[config.mk]
export PLATFORM = sky130hd
export DESIGN_NAME = uart
export DESIGN_NICKNAME = d
export VERILOG_FILES = /design/src/rtl/uart.sv
export SDC_FILE = /design/constraint.sdc
export NUM_CORES = 1
export LEC_CHECK = 0
export BUFFER_PORTS_ARGS = -buffer_cell sky130_fd_sc_hd__buf_2
export CAP_MARGIN = 20
export CELL_PAD_IN_SITES_DETAIL_PLACEMENT = 0
export CELL_PAD_IN_SITES_GLOBAL_PLACEMENT = 2
export CORE_MARGIN = 5
export CORE_UTILIZATION = 34
export DETAILED_ROUTE_END_ITERATION = 10
export PLACE_DENSITY_LB_ADDON = 0.1
export SLEW_MARGIN = 0
export SYNTH_ARGS = -nofsm -noshare
export SYNTH_HDL_FRONTEND = slang
export SYNTH_SLANG_ARGS = --single-unit
[constraint.sdc]
create_clock -name clk -period 2.4 [get_ports clk]
set_input_delay 0.48 -clock clk [delete_from_list [all_inputs] [get_ports clk]]
set_output_delay 0.48 -clock clk [all_outputs]
set_load 0.01 [all_outputs]
[src/rtl/uart.sv]
// uart: loopback UART core with a transmitter, a receiver and a 16x baud
// generator, all in one clock domain. The TX line drives the RX input
// internally through a 2-flop synchronizer.
// Ports:
//   clk, rst               - clock, synchronous active-high reset
//   baud_sel[1:0]          - 9600 / 19200 / 38400 / 115200
//   line_control_reg[4:0]  - [1:0] parity, [2] stop bits, [4:3] word length
//   data_input[7:0]        - word to send, LSB first
//   data_received[7:0]     - last received word, right-aligned
//   data_corrupted_flag    - last received frame had a parity or stop error
//   active_flag_rx/_tx     - receiver / transmitter inside a frame
//   transmission_done_flag - 1-cycle pulse at receive completion
//   done_flag_tx           - 1-cycle pulse on the last cycle of a TX frame
module uart #(
    parameter int unsigned CLK_HZ = 18_432_000
) (
    input  logic       clk,
    input  logic       rst,
    input  logic [1:0] baud_sel,
    input  logic [4:0] line_control_reg,
    input  logic [7:0] data_input,
    output logic [7:0] data_received,
    output logic       data_corrupted_flag,
    output logic       active_flag_rx,
    output logic       transmission_done_flag,
    output logic       active_flag_tx,
    output logic       done_flag_tx
);
    localparam int unsigned CFG_W = 15;
    localparam int unsigned DIV_W = 7;
    localparam logic [DIV_W-1:0] DIV_9600   = DIV_W'(CLK_HZ / (16 * 9600));
    localparam logic [DIV_W-1:0] DIV_19200  = DIV_W'(CLK_HZ / (16 * 19200));
    localparam logic [DIV_W-1:0] DIV_38400  = DIV_W'(CLK_HZ / (16 * 38400));
    localparam logic [DIV_W-1:0] DIV_115200 = DIV_W'(CLK_HZ / (16 * 115200));

    typedef enum logic [2:0] {ST_IDLE, ST_START, ST_DATA, ST_PARITY, ST_STOP} state_e;

    state_e           tx_state_q, rx_state_q;
    logic [CFG_W-1:0] snap_q;
    logic [DIV_W-1:0] div_q, tx_div_q, rx_div_q;
    logic [3:0]       tx_tick_q, rx_tick_q;
    logic [2:0]       tx_bit_q, rx_bit_q;
    logic             tx_stop_q, rx_stop_q;
    logic             pending_q, tx_line_q;
    logic             rx_s1_q, rx_s2_q, rx_s3_q;
    logic [7:0]       rx_shift_q;
    logic             rx_par_err_q, rx_stop_err_q;

    // Snapshot fields: {baud, lcr, data}
    logic [CFG_W-1:0] cfg_c;
    logic [1:0]       snap_par_c, snap_wl_c;
    logic             snap_stop_c;
    logic [7:0]       snap_data_c, data_mask_c;
    logic [2:0]       last_bit_c, tx_next_bit_c;
    logic             par_even_c, tx_par_bit_c, rx_par_exp_c;
    logic             tx_tick_c, tx_bit_end_c, tx_last_cyc_next_c;
    logic             rx_tick_c, rx_sample_c, rx_fall_c, rx_stop_err_c;
    logic [DIV_W-1:0] sel_div_c;

    assign cfg_c         = {baud_sel, line_control_reg, data_input};
    assign snap_par_c    = snap_q[9:8];
    assign snap_stop_c   = snap_q[10];
    assign snap_wl_c     = snap_q[12:11];
    assign snap_data_c   = snap_q[7:0];
    assign data_mask_c   = 8'hFF >> snap_wl_c;
    assign last_bit_c    = 3'd7 - {1'b0, snap_wl_c};
    assign tx_next_bit_c = tx_bit_q + 3'd1;
    assign par_even_c    = ^(snap_data_c & data_mask_c);
    // Odd and inverted-even modes both transmit the complement of even parity
    assign tx_par_bit_c  = (snap_par_c == 2'b10) ? par_even_c : ~par_even_c;
    assign rx_par_exp_c  = (snap_par_c == 2'b01) ? ~(^rx_shift_q) : ^rx_shift_q;

    always_comb begin
        sel_div_c = DIV_9600;
        case (baud_sel)
            2'b01:   sel_div_c = DIV_19200;
            2'b10:   sel_div_c = DIV_38400;
            2'b11:   sel_div_c = DIV_115200;
            default: sel_div_c = DIV_9600;
        endcase
    end

    assign tx_tick_c          = (tx_div_q == div_q - DIV_W'(1));
    assign tx_bit_end_c       = tx_tick_c && (tx_tick_q == 4'd15);
    // One cycle before the bit ends, so the done pulse lands on its last cycle
    assign tx_last_cyc_next_c = (tx_div_q == div_q - DIV_W'(2)) && (tx_tick_q == 4'd15);

    assign rx_tick_c     = (rx_div_q == div_q - DIV_W'(1));
    // Start bit is sampled at its mid-point, every later bit 16 ticks on
    assign rx_sample_c   = rx_tick_c &&
                           (rx_tick_q == ((rx_state_q == ST_START) ? 4'd7 : 4'd15));
    assign rx_fall_c     = rx_s3_q & ~rx_s2_q;
    assign rx_stop_err_c = rx_stop_err_q | ~rx_s2_q;

    // Transmitter FSM and snapshot
    always_ff @(posedge clk) begin
        if (rst) begin
            tx_state_q     <= ST_IDLE;
            snap_q         <= '0;
            div_q          <= '0;
            tx_div_q       <= '0;
            tx_tick_q      <= '0;
            tx_bit_q       <= '0;
            tx_stop_q      <= 1'b0;
            pending_q      <= 1'b1;
            tx_line_q      <= 1'b1;
            active_flag_tx <= 1'b0;
            done_flag_tx   <= 1'b0;
        end else begin
            done_flag_tx <= 1'b0;
            if (tx_state_q != ST_IDLE) begin
                tx_div_q <= tx_tick_c ? '0 : tx_div_q + DIV_W'(1);
                if (tx_tick_c) tx_tick_q <= tx_tick_q + 4'd1;
            end
            case (tx_state_q)
                ST_IDLE: begin
                    tx_line_q <= 1'b1;
                    if (pending_q || (cfg_c != snap_q)) begin
                        snap_q         <= cfg_c;
                        div_q          <= sel_div_c;
                        pending_q      <= 1'b0;
                        tx_div_q       <= '0;
                        tx_tick_q      <= '0;
                        tx_line_q      <= 1'b0;
                        active_flag_tx <= 1'b1;
                        tx_state_q     <= ST_START;
                    end
                end
                ST_START: if (tx_bit_end_c) begin
                    tx_bit_q   <= '0;
                    tx_line_q  <= snap_data_c[0];
                    tx_state_q <= ST_DATA;
                end
                ST_DATA: if (tx_bit_end_c) begin
                    if (tx_bit_q == last_bit_c) begin
                        if (snap_par_c != 2'b00) begin
                            tx_line_q  <= tx_par_bit_c;
                            tx_state_q <= ST_PARITY;
                        end else begin
                            tx_line_q  <= 1'b1;
                            tx_stop_q  <= 1'b0;
                            tx_state_q <= ST_STOP;
                        end
                    end else begin
                        tx_bit_q  <= tx_next_bit_c;
                        tx_line_q <= snap_data_c[tx_next_bit_c];
                    end
                end
                ST_PARITY: if (tx_bit_end_c) begin
                    tx_line_q  <= 1'b1;
                    tx_stop_q  <= 1'b0;
                    tx_state_q <= ST_STOP;
                end
                ST_STOP: begin
                    if (tx_last_cyc_next_c && (tx_stop_q == snap_stop_c)) done_flag_tx <= 1'b1;
                    if (tx_bit_end_c) begin
                        if (tx_stop_q == snap_stop_c) begin
                            active_flag_tx <= 1'b0;
                            tx_state_q     <= ST_IDLE;
                        end else begin
                            tx_stop_q <= 1'b1;
                        end
                    end
                end
                default: tx_state_q <= ST_IDLE;
            endcase
        end
    end

    // Receiver FSM with line synchronizer
    always_ff @(posedge clk) begin
        if (rst) begin
            rx_state_q             <= ST_IDLE;
            rx_s1_q                <= 1'b1;
            rx_s2_q                <= 1'b1;
            rx_s3_q                <= 1'b1;
            rx_div_q               <= '0;
            rx_tick_q              <= '0;
            rx_bit_q               <= '0;
            rx_stop_q              <= 1'b0;
            rx_shift_q             <= '0;
            rx_par_err_q           <= 1'b0;
            rx_stop_err_q          <= 1'b0;
            data_received          <= '0;
            data_corrupted_flag    <= 1'b0;
            active_flag_rx         <= 1'b0;
            transmission_done_flag <= 1'b0;
        end else begin
            rx_s1_q                <= tx_line_q;
            rx_s2_q                <= rx_s1_q;
            rx_s3_q                <= rx_s2_q;
            transmission_done_flag <= 1'b0;
            if (rx_state_q != ST_IDLE) begin
                rx_div_q <= rx_tick_c ? '0 : rx_div_q + DIV_W'(1);
                if (rx_tick_c) rx_tick_q <= rx_sample_c ? 4'd0 : rx_tick_q + 4'd1;
            end
            case (rx_state_q)
                ST_IDLE: if (rx_fall_c) begin
                    rx_div_q       <= '0;
                    rx_tick_q      <= '0;
                    rx_shift_q     <= '0;
                    rx_par_err_q   <= 1'b0;
                    rx_stop_err_q  <= 1'b0;
                    active_flag_rx <= 1'b1;
                    rx_state_q     <= ST_START;
                end
                ST_START: if (rx_sample_c) begin
                    if (rx_s2_q) begin
                        active_flag_rx <= 1'b0;
                        rx_state_q     <= ST_IDLE;
                    end else begin
                        rx_bit_q   <= '0;
                        rx_state_q <= ST_DATA;
                    end
                end
                ST_DATA: if (rx_sample_c) begin
                    rx_shift_q[rx_bit_q] <= rx_s2_q;
                    if (rx_bit_q == last_bit_c) begin
                        rx_stop_q  <= 1'b0;
                        rx_state_q <= (snap_par_c != 2'b00) ? ST_PARITY : ST_STOP;
                    end else begin
                        rx_bit_q <= rx_bit_q + 3'd1;
                    end
                end
                ST_PARITY: if (rx_sample_c) begin
                    rx_par_err_q <= (rx_s2_q != rx_par_exp_c);
                    rx_state_q   <= ST_STOP;
                end
                ST_STOP: if (rx_sample_c) begin
                    if (rx_stop_q == snap_stop_c) begin
                        data_received          <= rx_shift_q;
                        data_corrupted_flag    <= rx_par_err_q | rx_stop_err_c;
                        transmission_done_flag <= 1'b1;
                        active_flag_rx         <= 1'b0;
                        rx_state_q             <= ST_IDLE;
                    end else begin
                        rx_stop_err_q <= rx_stop_err_c;
                        rx_stop_q     <= 1'b1;
                    end
                end
                default: rx_state_q <= ST_IDLE;
            endcase
        end
    end
endmodule

---- Word level (Yosys, flattened, before mapping) ----
Index checks and enable logic that the tools add are counted.
storage, ports and cells
  register bits after elaboration ......... 86
  bits in latches ......................... 0
  bits in writable memories ............... 0
  bits in read-only memories .............. 0
  output and inout port bits .............. 13
  memories ................................ 0
operators by class
  add/sub/neg operators ................... 9
  multiply operators ...................... 0
  div/mod/pow operators ................... 0
  $lt $le $gt $ge ......................... 3
  equal/unequal tests ..................... 45
  shift-type cells ........................ 1
  multiplexer cells ....................... 93
  bitwise logic cells ..................... 10
  reduce and logical (&&, ||, !) cells .... 39
operators by type and width
  cell                   count
  $mux W3                22
  $mux W7                8
  $ne A2 B2 Y1 const B   21
  $mux W4                10
  $mux W1                34
  $pmux W3 S5            2
  $eq A7 B7 Y1           3
  $pmux W7 S3            1
  $reduce_and A7 Y1      3
  $mux W8                2
  $pmux W8 S2            1
  $reduce_and A4 Y1      4
  $reduce_bool A2 Y1     8
  $reduce_xor A8 Y1      2
  $ne A15 B15 Y1         1
  $add A7 B1 Y7 const B  2
  $eq A3 B2 Y1 const B   4
  $pmux W3 S2            2
  $reduce_bool A3 Y1     4
  $reduce_and A5 Y1      2
  $reduce_and A3 Y1      3
  $add A4 B1 Y4 const B  2
  $and A8 B8 Y8          1
  $bwmux W8              1
  33 further kinds       57

---- Depth between registers and ports, before layout ----
Gate-level depths: netlist of the first run.
  depth in word-level cells ............... 9
  depth in mapped cells ................... 9
  depth with buffers taken out ............ 8

---- Worst setup path before layout of the first run ----
OpenSTA, ideal clock, no wires.
  path kind ............................... register to register
  from .................................... reg div_q[1]
  to ...................................... reg rx_shift_q[0]
  arrival time ............................ 2.144 ns
  data required time ...................... 2.278 ns
  setup slack ............................. 0.134 ns
  cell stages (with the launch flop) ...... 10
  path buffers ............................ 1
  clock period less this slack ............ 2.266 ns
  path through ............................ dfxtp_1 inv_1 ha_1 xor2_1 nand3_1 nor4_4 and3_1 buf_4 a21oi_4 a221o_1
on the way
  cells in the longest elaborated chain, start to end .. 5
RTL lines
  what                                line  text
  start, declared                     40    logic [DIV_W-1:0] div_q, tx_div_q, rx_div_q;
  start signal, assigned              120   div_q <= sel_div_c;
  $sub A7 B1 Y7                       88    assign rx_tick_c = (rx_div_q == div_q - DIV_W'(1));
  $eq A7 B7 Y1                        88
  $logic_and A1 B1 Y1                 90    assign rx_sample_c = rx_tick_c &&
  $ne A2 B2 Y1 (no source line)       -
  $reduce_and A3 Y1 (no source line)  -
  end signal, assigned by index       217   rx_shift_q[rx_bit_q] <= rx_s2_q;
  end, declared                       46    logic [7:0] rx_shift_q;
Every way passes these cells.
A chain may end at the register's enable or synchronous reset.

---- Worst setup path in the final report of the first run ----
  from .................................... reg div_q[1]
  to ...................................... reg rx_shift_q[3]
Same word-level chain as after synthesis.

==> results of run 1 <==
-- cells by family (layout without fill, tap and decap cells) --
family,after synthesis,count (layout),synth area share
fa+ha+maj,12,12,0.0313
compound gates,116,116,0.160
xor+xnor,59,59,0.119
mux,15,15,0.0367
simple gates,233,233,0.256
flops,85,85,0.354
buf+inv,43,87,0.0419
-- registers in the layout, indices dropped and copies added, names as in the netlist, 3 cells and up --
signal         count
tx_state_q         3
rx_shift_q         8
snap_q            15
tx_bit_q           3
rx_tick_q          4
tx_div_q           7
data_received      8
tx_tick_q          4
rx_div_q           7
div_q              6
rx_bit_q           3
rx_state_q         3
-- final cells by class --
type | instances | area [um2] | area share
repair buffers | 63 | 413 | 0.0734
inverters | 8 | 30.0 | 0.00534
clock buffers | 13 | 250 | 0.0445
clock inverters | 3 | 45.0 | 0.00801
well taps | 180 | 225 | 0.0400
multi-input cells | 435 | 2960 | 0.526
flip-flops and latches | 85 | 1700 | 0.303
-- per-stage QoR --
step           total power [mW]  area [um2]  setup WS, ns
4_1_cts                    4.82        5560       0.00538
3_3_place_gp               3.38        5250        0.0682
2_1_floorplan              2.84        4800         0.134
6_report                   4.83        5630         0.112
5_1_grt                    5.16        5630       -0.0183
3_5_place_dp               3.38        5250      -0.00408
-- layout by cell type (no fill, tap or decap), drive strengths merged, types with 13 or more instances in the layout --
| cell | count |
|---|---|
| nor2 | 48 |
| xnor2 | 26 |
| xor2 | 29 |
| dfxtp | 85 |
| a21oi | 42 |
| buf | 63 |
| nand3 | 17 |
| o21ai | 23 |
| nor2b | 15 |
| nand2 | 61 |
| clkbuf | 13 |
| nor3 | 22 |
-- metal layers --
metal	global-route usage	routed length [um]	vias up	share of wire
li1	-	-	2079	-
met1	0.218	6110	1958	0.49
met3	0.0340	360	14	0.029
met4	0.0531	183	0	0.015
met2	0.248	5690	68	0.46
met5	0	0	-	0
-- critical path: cells and delay by family (launching register included) --
family                 cells  cell delay, ns
XOR/XNOR                   1            0.36
AO/OA/AOI/OAI              1            0.32
flip-flops                 1            0.31
buffers and inverters      2            0.37
AND/OR/NAND/NOR            4            0.81
-- cell usage after synthesis, types with 9 or more instances --
cell	count	area share
dfxtp_1	85	0.35
nand2_1	60	0.047
nor2_1	48	0.038
a21oi_1	41	0.043
xor2_1	29	0.053
xnor2_1	26	0.047
clkbuf_1	25	0.020
o21ai_0	22	0.023
nor3_1	20	0.021
nand3_1	16	0.017
nor2b_1	15	0.020
ha_1	12	0.031
mux2i_1	12	0.025
and3_1	10	0.013
nand4_1	9	0.012
-- power breakdown --
part / internal [mW] / leakage, nW / total (mW) / switching [mW]
Sequential: 1.55 / 0.692 / 1.75 / 0.199
Clock: 0.836 / 0.136 / 1.41 / 0.569
Combinational: 0.746 / 1.49 / 1.68 / 0.929
Total: 3.13 / 2.32 / 4.83 / 1.70
-- timing repair --
item	in CTS	in global routing
hold buffers	0	0
resized for setup	0	13
hold endpoints to repair	0	0
setup endpoints to repair	2	24
setup buffers	1	1
pin swaps	1	7
-- path summary, 6_finish.rpt --
kind                 start       endpoint  cells after the start
min reg2reg        rx_s1_q        rx_s2_q                      1
max               div_q[1]  rx_shift_q[3]                      8
min          data_input[5]      snap_q[5]                      3
max reg2reg       div_q[1]  rx_shift_q[3]                      8
==> run_results.csv, run 1 <==
group,metric,value,unit
final_layout,n_antenna_cell,0,
placed_design,gp_congestion,0.786,
worst_setup_path,cp-start-kind,"flop",
routing,wire_per_inst,15.7,um
yosys,avgSynthCellArea,8.53,um2
power,ir_drop,0.000317,V
clock_network,cts_max_path_buffers,2,
worst_setup_path,required,2.64,ns
job,maxCapViolCount,0,
worst_setup_path,critPathMostFrequentCell,"buf_4",
global_routing,grt_max_degree,20,
worst_setup_path,endpoint_kind,"flop",
final_layout,final_layout_size_suffix_gt1_frac,0.181,
yosys,yosys_warnings,0,
worst_setup_path,crit_path_cell_trace,"buf_4 > or3_4 > nor3_4 > xnor3_2 > nand3_1 > buf_4 > nor2_2 > a221o_1",
timing,tns,0,ns
worst_setup_path,cpPeakStageDelay,0.42,ns
global_routing,grt_overflow_total,0,
timing,relSlewSlack,0.687,
yosys,syn_inst,563,
timing,setup_viol,0,
routing,first_pass_iters,5,
routing,first_iter_violations,233,
routing,vias,4119,
global_routing,grt_pass1_wl,20900,um
floorplanning,fp-row-count,43,
yosys,ys.flop_type,"dfxtp_1",
routing,drtAntennaViolNets,0,
yosys,ys_seq_area_frac,0.354,
routing,drcViolationCount,0,
worst_setup_path,r2r_slack,0.11,ns
global_routing,antenna_found_initial,0,
floorplanning,start_util,0.346,
power,powerDensity,858,mW/mm2
global_routing,first_global_vias,4055,
final_layout,instances_no_fill,787,
timing,fmax,437,MHz
worst_setup_path,crit_slowest_cell,"or3_4",
clock_network,h-tree-depth,3,
timing,slew_violations,0,
floorplanning,die_w,129,um
clock_network,cts_root_buf,"clkbuf_16",
routing,drt-vias-per-instance,5.23,
timing,fin_hold_ws,0.387,ns
final_layout,finalNetCount,631,
floorplanning,die_area,0.0166,mm2
power,cellLeakagePower,2.32,nW
clock_network,insertion_delay,0.35,ns
placed_design,placed_cells,769,
yosys,synth_cell_type_count,74,
yosys,async_reset_ff_frac,0,
final_layout,fill_cells,1456,
timing,period_share,0.953,
placed_design,numPortBuffers,29,
timing,hold_viol,0,
global_routing,track_usage,0.159,
clock_network,path_clk_slew,0.06,ns
worst_hold_path,hp-class,"primary input to flop",
worst_setup_path,path_max_fanout,14,
final_layout,finish.utilization,0.405,
yosys,ys_ff_latch,85,
yosys,syn_nets,592,
floorplanning,die_y,129,um
floorplanning,ioPinCount,30,
timing,max_slew.worst_pin.slew,0.466,ns
timing,finalClockSkew,0.00620,ns
placed_design,dp_hpwl,9120,um
timing,timing.final.crit_period,2.29,ns
floorplanning,coreArea,0.0139,mm2
clock_network,cts-buffers-inserted,9,
routing,wirelength,12300,um
yosys,syn_area,0.00480,mm2
yosys,synth_edf_count,0,
clock_network,clock_sink_count,85,
status,status,"finished clean",
worst_setup_path,worstPathArrival,2.52,ns
final_layout,syn_to_final_growth,17.2,%
worst_setup_path,worstSetupPathType,"flop to flop",
clock_network,tritoncts,"built",
Note: power is estimated with default switching activity, not from simulation.
==> run 2, diff against run 1 <==
--- a/config.mk
+++ b/config.mk
@@ -13,6 +13,7 @@
 export CORE_UTILIZATION = 34
 export DETAILED_ROUTE_END_ITERATION = 10
 export PLACE_DENSITY_LB_ADDON = 0.1
+export RECOVER_POWER = 25
 export SLEW_MARGIN = 0
 export SYNTH_ARGS = -nofsm -noshare
 export SYNTH_HDL_FRONTEND = slang
==> run 2 against run 1 <==
  * Hold slack better by 0.0014 ns
  * Clock power hardly changed
  * Die area unchanged
  * Combinational power about the same
  * Critical endpoint is now tx_line_q
==> run_results.csv, run 2 (synthesized netlist as in run 1, its figures left out) <==
group,metric,value,unit
worst_setup_path,crit_start,"div_q[1]",
worst_setup_path,r2r_slack,0.11,ns
placed_design,placed_cells,769,
global_routing,track_usage,0.159,
final_layout,instances_no_fill,787,
placed_design,gp_congestion,0.786,
timing,tns,0,ns
timing,period_share,0.953,
final_layout,reg_top3,"snap_q (15), data_received (8), rx_shift_q (8)",
worst_setup_path,endpoint_kind,"flop",
worst_setup_path,crit_path_cell_trace,"buf_4 > or3_4 > xnor2_1 > a211oi_4 > nand3_2 > or4_1 > o21ai_1",
routing,vias,4107,
worst_setup_path,crit_family,"simple AND/OR/NAND/NOR gates",
worst_hold_path,min_path_cells,3,
final_layout,fill_cells,1467,
timing,finalClockSkew,0.00633,ns
worst_setup_path,rr_startpoint,"div_q[1]",
timing,max_slew.worst_pin.slew,0.892,ns
final_layout,finalNetCount,631,
power,cellLeakagePower,2.24,nW
clock_network,path_clk_slew,0.06,ns
clock_network,clock_sink_count,85,
clock_network,h-tree-depth,3,
routing,drtAntennaViolNets,0,
worst_setup_path,required,2.68,ns
clock_network,insertion_delay,0.34,ns
final_layout,n_antenna_cell,0,
routing,drcViolationCount,0,
clock_network,tritoncts,"built",
worst_setup_path,crit_path_end,"tx_line_q",
floorplanning,fp-row-count,43,
placed_design,dp_hpwl,9120,um
final_layout,syn_to_final_growth,16.5,%
power,powerDensity,861,mW/mm2
global_routing,antenna_found_initial,0,
timing,relSlewSlack,0.405,
global_routing,grt_max_degree,20,
job,maxCapViolCount,0,
floorplanning,die_y,129,um
worst_setup_path,worst-path-stages,7,
worst_setup_path,critical_path_buf_inv_count,1,
global_routing,first_global_vias,4055,
clock_network,cts_root_buf,"clkbuf_16",
worst_setup_path,path_max_fanout,5,
final_layout,finalInstanceArea,0.00559,mm2
worst_setup_path,worstPathArrival,2.56,ns
routing,drt-vias-per-instance,5.22,
routing,wire_per_inst,15.6,um
worst_setup_path,worstSetupPathType,"flop to flop",
timing,setup_viol,0,
timing,fmax,437,MHz
status,status,"finished clean",
global_routing,grt_overflow_total,0,
floorplanning,ioPinCount,30,
worst_setup_path,cp-start-kind,"flop",
final_layout,layout_common_cells,"dfxtp_1, nand2_1, nor2_1",
global_routing,grt_pass1_wl,20900,um
worst_setup_path,reg2reg_depth,7,
final_layout,largest_reg_flops,15,
placed_design,numPortBuffers,29,
placed_design,placed_area,0.00525,mm2
clock_network,cts_max_path_buffers,2,
final_layout,regMostFlops,"snap_q",
timing,hold_viol,0,
timing,timing.final.crit_period,2.29,ns
floorplanning,start_util,0.346,
routing,wirelength,12300,um
routing,first_iter_violations,215,
final_layout,layout_commonest_cell,"dfxtp_1",
worst_hold_path,hold_start,"data_input[3]",
floorplanning,die_area,0.0166,mm2
routing,first_pass_iters,4,
timing,slew_violations,0,
worst_setup_path,crit_slowest_cell,"or4_1",
power,ir_drop,0.000315,V
floorplanning,die_w,129,um
floorplanning,coreArea,0.0139,mm2
worst_setup_path,cpPeakStageDelay,0.52,ns
worst_setup_path,worstReg2RegEnd,"tx_line_q",
final_layout,final_layout_size_suffix_gt1_frac,0.152,
worst_hold_path,hp-class,"primary input to flop",
clock_network,cts-buffers-inserted,9,
==> run 2: changes by cell type in the layout (fill, tap and decap cells not counted) <==
cell / before / now
buf_4: 33 / 29
buf_2: 29 / 15
clkbuf_1: 3 / 21
==> run 2: area by class of cell <==
class	instances	area [um2]	area share
tap	180	225	0.0403
inverter	8	30.0	0.00537
clock inverter	3	45.0	0.00805
sequential	85	1700	0.304
clock buffer	13	250	0.0447
timing repair buffer	63	380	0.0680
multi-input combinational	435	2960	0.529
==> run 2: repair_timing <==
item | 4_1_cts | 5_1_grt
setup buffers | 1 | 1
setup endpoints to repair | 2 | 24
pin swaps | 1 | 7
gates resized for setup | 0 | 13
hold buffers | 0 | 0
==> run 2: stage by stage <==
step / setup WS [ns] / hold slack, ns / total power [mW] / utilization
6_report: 0.113 / 0.389 / 4.81 / 0.403
5_1_grt: -0.0183 / 0.389 / 5.15 / 0.403
4_1_cts: 0.00538 / 0.374 / 4.82 / 0.400
3_5_place_dp: -0.00408 / 0.403 / 3.38 / 0.378
3_3_place_gp: 0.0682 / 0.405 / 3.38 / 0.378
2_1_floorplan: 0.134 / 0.389 / 2.84 / -
==> run 2: metal layers <==
metal	up-vias	global-route usage	routed length [um]
met1	1944	0.218	6160
met2	66	0.248	5570
met5	-	0	0
met3	16	0.0340	372
li1	2081	-	-
met4	0	0.0531	191
==> run 2: how the worst min path moves through the flow <==
stage / end / slack (ns)
2_1_floorplan: rx_s2_q / 0.39
5_1_grt: snap_q[5] / 0.39
3_5_place_dp: rx_s2_q / 0.40
3_3_place_gp: rx_s2_q / 0.40
6_report: snap_q[3] / 0.39
4_1_cts: snap_q[5] / 0.37
==> run 2: worst reg2reg max path, cell delays in order (launching register included) <==
cell and delay [ns]:
dfxtp_1 0.31, buf_4 0.15, or3_4 0.42, xnor2_1 0.18, a211oi_4 0.36, nand3_2 0.16, or4_1 0.52, o21ai_1 0.12
==> run 2: power breakdown <==
part | internal, mW | switching [mW] | total, mW
registers | 1.55 | 0.199 | 1.75
logic | 0.733 | 0.928 | 1.66
clock network | 0.836 | 0.567 | 1.40
total | 3.12 | 1.69 | 4.81
